File: src/rtl/bcd_stopwatch_ctrl_pkg.sv
// Shared definitions for the BCD stopwatch controller: FSM encoding and digit limits.
package bcd_stopwatch_ctrl_pkg;

    localparam logic [1:0] ST_IDLE  = 2'd0;
    localparam logic [1:0] ST_RUN   = 2'd1;
    localparam logic [1:0] ST_PAUSE = 2'd2;
    localparam logic [1:0] ST_OVF   = 2'd3;

    localparam logic [3:0] BCD_MAX = 4'd9;

    typedef enum logic [1:0] {
        S_IDLE  = ST_IDLE,
        S_RUN   = ST_RUN,
        S_PAUSE = ST_PAUSE,
        S_OVF   = ST_OVF
    } sw_state_e;

endpackage

File: src/rtl/bcd_stopwatch_ctrl_if.sv
// Command, status and lap-readout signals between the stopwatch controller and its users.
interface bcd_stopwatch_ctrl_if #(
    parameter int DIGITS = 4
);
    logic                  cmd_start;
    logic                  cmd_stop;
    logic                  cmd_clear;
    logic                  cmd_lap;
    logic                  lap_ack;
    logic                  running;
    logic                  tick;
    logic [4*DIGITS-1:0]   digits;
    logic                  overflow;
    logic                  lap_valid;
    logic [4*DIGITS-1:0]   lap_data;

    modport master (
        output cmd_start, cmd_stop, cmd_clear, cmd_lap, lap_ack,
        input  running, tick, digits, overflow, lap_valid, lap_data
    );

    modport slave (
        input  cmd_start, cmd_stop, cmd_clear, cmd_lap, lap_ack,
        output running, tick, digits, overflow, lap_valid, lap_data
    );
endinterface

File: src/rtl/bcd_stopwatch_ctrl_digit_en.sv
// One decade (0-9) counter stage with enable, synchronous clear and terminal flag.
module bcd_digit_en
    import bcd_stopwatch_ctrl_pkg::*;
(
    input  logic       clk,
    input  logic       rst,
    input  logic       en,
    input  logic       clr,
    output logic [3:0] q,
    output logic       at_max
);

    logic [3:0] q_q;
    logic [3:0] q_d;

    always_comb begin
        q_d = q_q;
        if (clr) begin
            q_d = 4'd0;
        end else if (en) begin
            q_d = (q_q == BCD_MAX) ? 4'd0 : q_q + 4'd1;
        end
    end

    always_ff @(posedge clk or negedge rst) begin
        if (!rst) begin
            q_q <= 4'd0;
        end else begin
            q_q <= q_d;
        end
    end

    assign q      = q_q;
    assign at_max = (q_q == BCD_MAX);

endmodule

File: src/rtl/bcd_stopwatch_ctrl.sv
// Stopwatch sequencer: start/stop/clear FSM, tick prescaler, cascaded BCD digits, lap register.
module bcd_stopwatch_ctrl
    import bcd_stopwatch_ctrl_pkg::*;
#(
    parameter int DIGITS   = 4,
    parameter int PRESCALE = 1000,
    parameter int PS_W     = 10
) (
    input  logic                 clk,
    input  logic                 rst,
    bcd_stopwatch_ctrl_if.slave  sw
);

    localparam logic [PS_W-1:0] PS_LAST = PS_W'(PRESCALE - 1);

    sw_state_e            state_q, state_d;
    logic [PS_W-1:0]      pscnt_q, pscnt_d;
    logic                 lap_valid_q, lap_valid_d;
    logic [4*DIGITS-1:0]  lap_data_q, lap_data_d;
    logic [4*DIGITS-1:0]  digits_w;
    logic [DIGITS-1:0]    at_max;
    logic [DIGITS-1:0]    lower_max;
    logic                 ps_wrap;
    logic                 tick_w;
    logic                 saturate;
    logic                 count_en;
    logic                 capture;

    assign ps_wrap  = (pscnt_q == PS_LAST);
    assign tick_w   = (state_q == S_RUN) && ps_wrap && !sw.cmd_clear && !sw.cmd_stop;
    assign saturate = &at_max;
    // At 9..9 the tick still fires but the chain must hold instead of wrapping.
    assign count_en = tick_w && !saturate;
    assign capture  = sw.cmd_lap && ((state_q == S_RUN) || (state_q == S_PAUSE));

    always_comb begin
        state_d = state_q;
        pscnt_d = pscnt_q;
        if (sw.cmd_clear) begin
            state_d = S_IDLE;
            pscnt_d = '0;
        end else begin
            case (state_q)
                S_IDLE: begin
                    if (sw.cmd_start && !sw.cmd_stop) begin
                        state_d = S_RUN;
                        pscnt_d = '0;
                    end
                end
                S_RUN: begin
                    if (sw.cmd_stop) begin
                        state_d = S_PAUSE;
                    end else begin
                        pscnt_d = ps_wrap ? '0 : pscnt_q + PS_W'(1);
                        if (tick_w && saturate) begin
                            state_d = S_OVF;
                        end
                    end
                end
                S_PAUSE: begin
                    if (sw.cmd_start && !sw.cmd_stop) begin
                        state_d = S_RUN;
                    end
                end
                S_OVF:   state_d = S_OVF;
                default: state_d = S_IDLE;
            endcase
        end
    end

    always_comb begin
        lap_data_d  = lap_data_q;
        lap_valid_d = lap_valid_q;
        if (capture) begin
            lap_data_d  = digits_w;
            lap_valid_d = 1'b1;
        end else if (sw.lap_ack) begin
            lap_valid_d = 1'b0;
        end
    end

    always_ff @(posedge clk or negedge rst) begin
        if (!rst) begin
            state_q     <= S_IDLE;
            pscnt_q     <= '0;
            lap_valid_q <= 1'b0;
            lap_data_q  <= '0;
        end else begin
            state_q     <= state_d;
            pscnt_q     <= pscnt_d;
            lap_valid_q <= lap_valid_d;
            lap_data_q  <= lap_data_d;
        end
    end

    for (genvar k = 0; k < DIGITS; k++) begin : g_digit
        if (k == 0) begin : g_lsd
            assign lower_max[k] = 1'b1;
        end else begin : g_upper
            assign lower_max[k] = &at_max[k-1:0];
        end

        bcd_digit_en u_digit (
            .clk    (clk),
            .rst    (rst),
            .en     (count_en && lower_max[k]),
            .clr    (sw.cmd_clear),
            .q      (digits_w[4*k +: 4]),
            .at_max (at_max[k])
        );
    end

    assign sw.running   = (state_q == S_RUN);
    assign sw.overflow  = (state_q == S_OVF);
    assign sw.tick      = tick_w;
    assign sw.digits    = digits_w;
    assign sw.lap_valid = lap_valid_q;
    assign sw.lap_data  = lap_data_q;

endmodule

File: src/flat_wrapper.sv
// flat-port wrapper written by rule: the top's interface ports become plain ports
module bcd_stopwatch_ctrl_flat import bcd_stopwatch_ctrl_pkg::*;
#(
    parameter int DIGITS   = 4,
    parameter int PRESCALE = 1000,
    parameter int PS_W     = 10
)
  (clk, rst, sw_cmd_start, sw_cmd_stop, sw_cmd_clear, sw_cmd_lap, sw_lap_ack, sw_running, sw_tick, sw_digits, sw_overflow, sw_lap_valid, sw_lap_data);
  bcd_stopwatch_ctrl_if #(.DIGITS(DIGITS)) sw_i ();
  input  logic clk;
  input  logic rst;
  input wire logic [$bits(sw_i.cmd_start)-1:0] sw_cmd_start;
  input wire logic [$bits(sw_i.cmd_stop)-1:0] sw_cmd_stop;
  input wire logic [$bits(sw_i.cmd_clear)-1:0] sw_cmd_clear;
  input wire logic [$bits(sw_i.cmd_lap)-1:0] sw_cmd_lap;
  input wire logic [$bits(sw_i.lap_ack)-1:0] sw_lap_ack;
  output wire logic [$bits(sw_i.running)-1:0] sw_running;
  output wire logic [$bits(sw_i.tick)-1:0] sw_tick;
  output wire logic [$bits(sw_i.digits)-1:0] sw_digits;
  output wire logic [$bits(sw_i.overflow)-1:0] sw_overflow;
  output wire logic [$bits(sw_i.lap_valid)-1:0] sw_lap_valid;
  output wire logic [$bits(sw_i.lap_data)-1:0] sw_lap_data;
  assign sw_i.cmd_start = sw_cmd_start;
  assign sw_i.cmd_stop = sw_cmd_stop;
  assign sw_i.cmd_clear = sw_cmd_clear;
  assign sw_i.cmd_lap = sw_cmd_lap;
  assign sw_i.lap_ack = sw_lap_ack;
  assign sw_running = sw_i.running;
  assign sw_tick = sw_i.tick;
  assign sw_digits = sw_i.digits;
  assign sw_overflow = sw_i.overflow;
  assign sw_lap_valid = sw_i.lap_valid;
  assign sw_lap_data = sw_i.lap_data;
  bcd_stopwatch_ctrl #(.DIGITS(DIGITS), .PRESCALE(PRESCALE), .PS_W(PS_W)) u_core (.clk(clk), .rst(rst), .sw(sw_i));
endmodule
File: config.mk
export PLATFORM = sky130hd
export DESIGN_NAME = bcd_stopwatch_ctrl_flat
export DESIGN_NICKNAME = d
export VERILOG_FILES = /design/src/rtl/bcd_stopwatch_ctrl_pkg.sv /design/src/rtl/bcd_stopwatch_ctrl_if.sv /design/src/rtl/bcd_stopwatch_ctrl_digit_en.sv /design/src/rtl/bcd_stopwatch_ctrl.sv /design/src/flat_wrapper.sv
export SDC_FILE = /design/constraint.sdc
export NUM_CORES = 1
export LEC_CHECK = 0
export ABC_AREA = 1
export BUFFER_PORTS_ARGS = -buffer_cell sky130_fd_sc_hd__buf_2
export CAP_MARGIN = 10
export CORE_ASPECT_RATIO = 1.1
export CORE_MARGIN = 2
export CORE_UTILIZATION = 45
export CTS_CLUSTER_SIZE = 20
export DETAILED_ROUTE_END_ITERATION = 6
export PLACE_DENSITY = 0.66
export SLEW_MARGIN = 40
export SYNTH_ARGS = -nofsm -noshare
export SYNTH_HDL_FRONTEND = slang
export SYNTH_HIERARCHICAL = 1
export SYNTH_SLANG_ARGS = --single-unit
File: constraint.sdc
create_clock -name clk -period 4 [get_ports clk]
set_input_delay 0.6 -clock clk [delete_from_list [all_inputs] [get_ports clk]]
set_output_delay 0.6 -clock clk [all_outputs]
set_load 0.005 [all_outputs]
==> run_results.csv <==
group,metric,value,unit
layout,regArea,1130,µm²
global_route,track_usage,17.1,%
place,placed_cell_area,2840,µm²
worst_setup_path,cp_cell_sequence,"inv_1, ha_1, inv_1, nor2_1, nand2_1, nor2_4, buf_2",
die,fp.dieW,75.8,µm
layout,multi_input_area,1230,µm²
timing,setup_viol,0,
die,die_y,83.0,µm
clocking,cts_buffers,5,
timing,holdWs,286,ps
worst_setup_path,arrival,1680,ps
worst_setup_path,worstSetupPathType,"reg -> out",
layout,stdcell_area,2960,µm²
global_route,grt_pass1_vias,2001,
worst_setup_path,crit_top_cell,"inv_1",
place,place_congestion,0.789,
detailed_routing,first_iter_violations,109,
timing,post-route-period-util,57.1,%
place,hpwl,3.64,mm
die,boundaryPins,43,
worst_setup_path,crit_slowest_cell,"dfrtp_1",
global_route,grt_first_pass_wirelength,8.50,mm
die,core_area,5430,µm²
layout,area_growth,16.1,%
timing,period_needed,2280,ps
timing,hold_viol,0,
worst_setup_path,cp-end-kind,"output port",
worst_setup_path,path_delay_family,"simple AND/OR/NAND/NOR gates",
place,portBuffers,42,
yosys,netlist_area,2550,µm²
timing,slew_violations,0,
timing,worst-slew-pin-transition,568,ps
timing,max_freq,438,MHz
job,cap_violations,0,
worst_setup_path,cp_slowest_stage_delay,420,ps
detailed_routing,detail_route.wl_per_cell,11.0,µm
layout,layout-drive-gt1-share,23.7,%
clocking,clock_latency,300,ps
yosys,synth_cell_types,21,
die,rows,28,
die,die_area,6290,µm²
clocking,htreeDepth,2,
clocking,cts_resized,0,
detailed_routing,dr_total_vias,2097,
worst_setup_path,startpoint_type,"flip-flop",
detailed_routing,firstDrtPassIters,4,
layout,fillCellCount,534,
layout,n_antenna_cell,0,
power_and_ir_drop,p_per_area,362,nW/µm²
yosys,syn_avg_cell_area,8.00,µm²
detailed_routing,ant_nets,0,
power_and_ir_drop,power_leakage,0.00165,µW
timing,setup_ws,1720,ps
worst_setup_path,crit_required,3400,ps
worst_setup_path,path_max_fanout,4,
yosys,ys_seq_area_share,44.1,%
timing,rsz0062_at_grt,"no",
yosys,synth_nets,340,
timing,tns,0,ps
clocking,clockBufferDepth,2,
clocking,post-cts-setup-buffer-count,0,
die,start_util,47.0,%
global_route,antenna_found_initial,0,
global_route,overflow,0,
yosys,ys_ff_latch,45,
min_path,hp-class,"in -> async",
detailed_routing,drt-total-wl,4.88,mm
power_and_ir_drop,vdd_drop_max,188,µV
layout,finalNetCount,387,
global_route,grt_max_degree,46,
timing,finClkSkew,7.09,ps
detailed_routing,drc_errors,0,
clocking,cts_root_buf,"clkbuf_8",
worst_setup_path,worstPathBufferInverterCount,3,
clocking,hold_buffers,0,
clocking,clock-sinks,45,
detailed_routing,via_per_inst,4.74,
timing,relSlewSlack,62.2,%
place,pre_cts_ws,2000,ps
clocking,cts_tree,"done",
yosys,ys_warn_count,6,
run_status,outcome,"finished clean",
yosys,synthCells,319,
clocking,clk_pin_slew,90,ps
==> kinds of logic (layout without fill, tap and decap cells) <==
group | after synthesis | after routing | share of synthesized area (%)
mux | 16 | 16 | 7.06
compound gates | 14 | 14 | 3.33
flops | 45 | 45 | 44.1
fa+ha+maj | 14 | 14 | 6.86
buf+inv | 51 | 99 | 7.84
simple gates | 179 | 179 | 30.8
==> flip-flops by register name, summed over array words and instances, names as in the netlist <==
register and flops:
u_core/pscnt_q 10, u_core/sw.lap_valid 1, u_core/g_digit.u_digit/q 16, u_core/sw.lap_data 16
u_core/state_q 2
==> routing by layer <==
| metal | up-vias | global-route usage, % | share of wire, % |
|---|---|---|---|
| li1 | 1084 | - | - |
| met5 | - | 0 | 0 |
| met4 | 0 | 6.06 | 1.6 |
| met1 | 973 | 22.2 | 46 |
| met2 | 32 | 27.4 | 49 |
| met3 | 8 | 3.64 | 3.6 |
==> power breakdown <==
| group | internal (µW) | switching, µW | total [µW] |
|---|---|---|---|
| clock | 203 | 158 | 361 |
| sequential | 472 | 16.4 | 488 |
| combinational | 77.5 | 145 | 223 |
| total | 752 | 320 | 1070 |
==> path summary, 6_finish.rpt <==
| path | slack, ps | start | cells past startpoint | to |
|---|---|---|---|---|
| max | 1720 | u_core/state_q[1] | 7 | sw_tick |
| min | 290 | rst | 1 | u_core/g_digit[0].u_digit/q[1] |
| max reg2reg | 2030 | u_core/state_q[1] | 14 | u_core/g_digit[1].u_digit/q[2] |
| min reg2reg | 500 | u_core/sw.lap_data[15] | 1 | u_core/sw.lap_data[15] |
| max in group asynchronous | 3320 | rst | 1 | u_core/state_q[1] |
| min in group clk | 480 | sw_lap_ack | 2 | u_core/sw.lap_valid |
==> placed cells by master (no fill, tap or decap), types with 2 or more instances in the layout <==
cell type	n
nand2_1	104
inv_1	49
dfrtp_1	45
buf_2	41
nor2_1	25
nand3_1	22
mux2_2	16
ha_1	14
nor2_2	10
nand2_2	7
clkbuf_8	6
nand4_1	5
o21bai_1	5
a21oi_1	4
o21ai_0	4
nor3_1	2
==> cells in the mapped netlist <==
library cell	instances	area [µm²]
nor2_2	10	62.6
dfrtp_1	45	1130
ha_1	14	175
nor2_4	1	11.3
mux2_2	16	180
nand2_1	104	390
buf_6	1	11.3
buf_2	1	5.00
o211ai_1	1	7.51
nor3_2	1	10.0
nor3_1	2	10.0
nand2_2	7	43.8
o21bai_1	5	37.5
nor2_1	25	93.8
nand4_2	1	12.5
nand4_1	5	31.3
nand3_2	1	10.0
inv_1	49	184
a21oi_1	4	20.0
nand3_1	22	110
o21ai_0	4	20.0
==> metrics by stage <==
stage	std cells	util [%]	total power (µW)
3_3_place_gp	434	52.3	718
6_report	442	54.6	1070
5_1_grt	442	54.6	1140
3_5_place_dp	434	52.4	725
4_1_cts	442	54.6	1090
2_1_floorplan	319	-	669
==> cell type report <==
class | instances | area share, %
clock buffer | 6 | 2.79
clock inverter | 2 | 1.27
inverter | 49 | 6.21
multi-input combinational | 223 | 41.4
sequential | 45 | 38.0
tap | 75 | 3.17
timing repair buffer | 42 | 7.18
No activity file was read; power rests on OpenSTA's default activity.
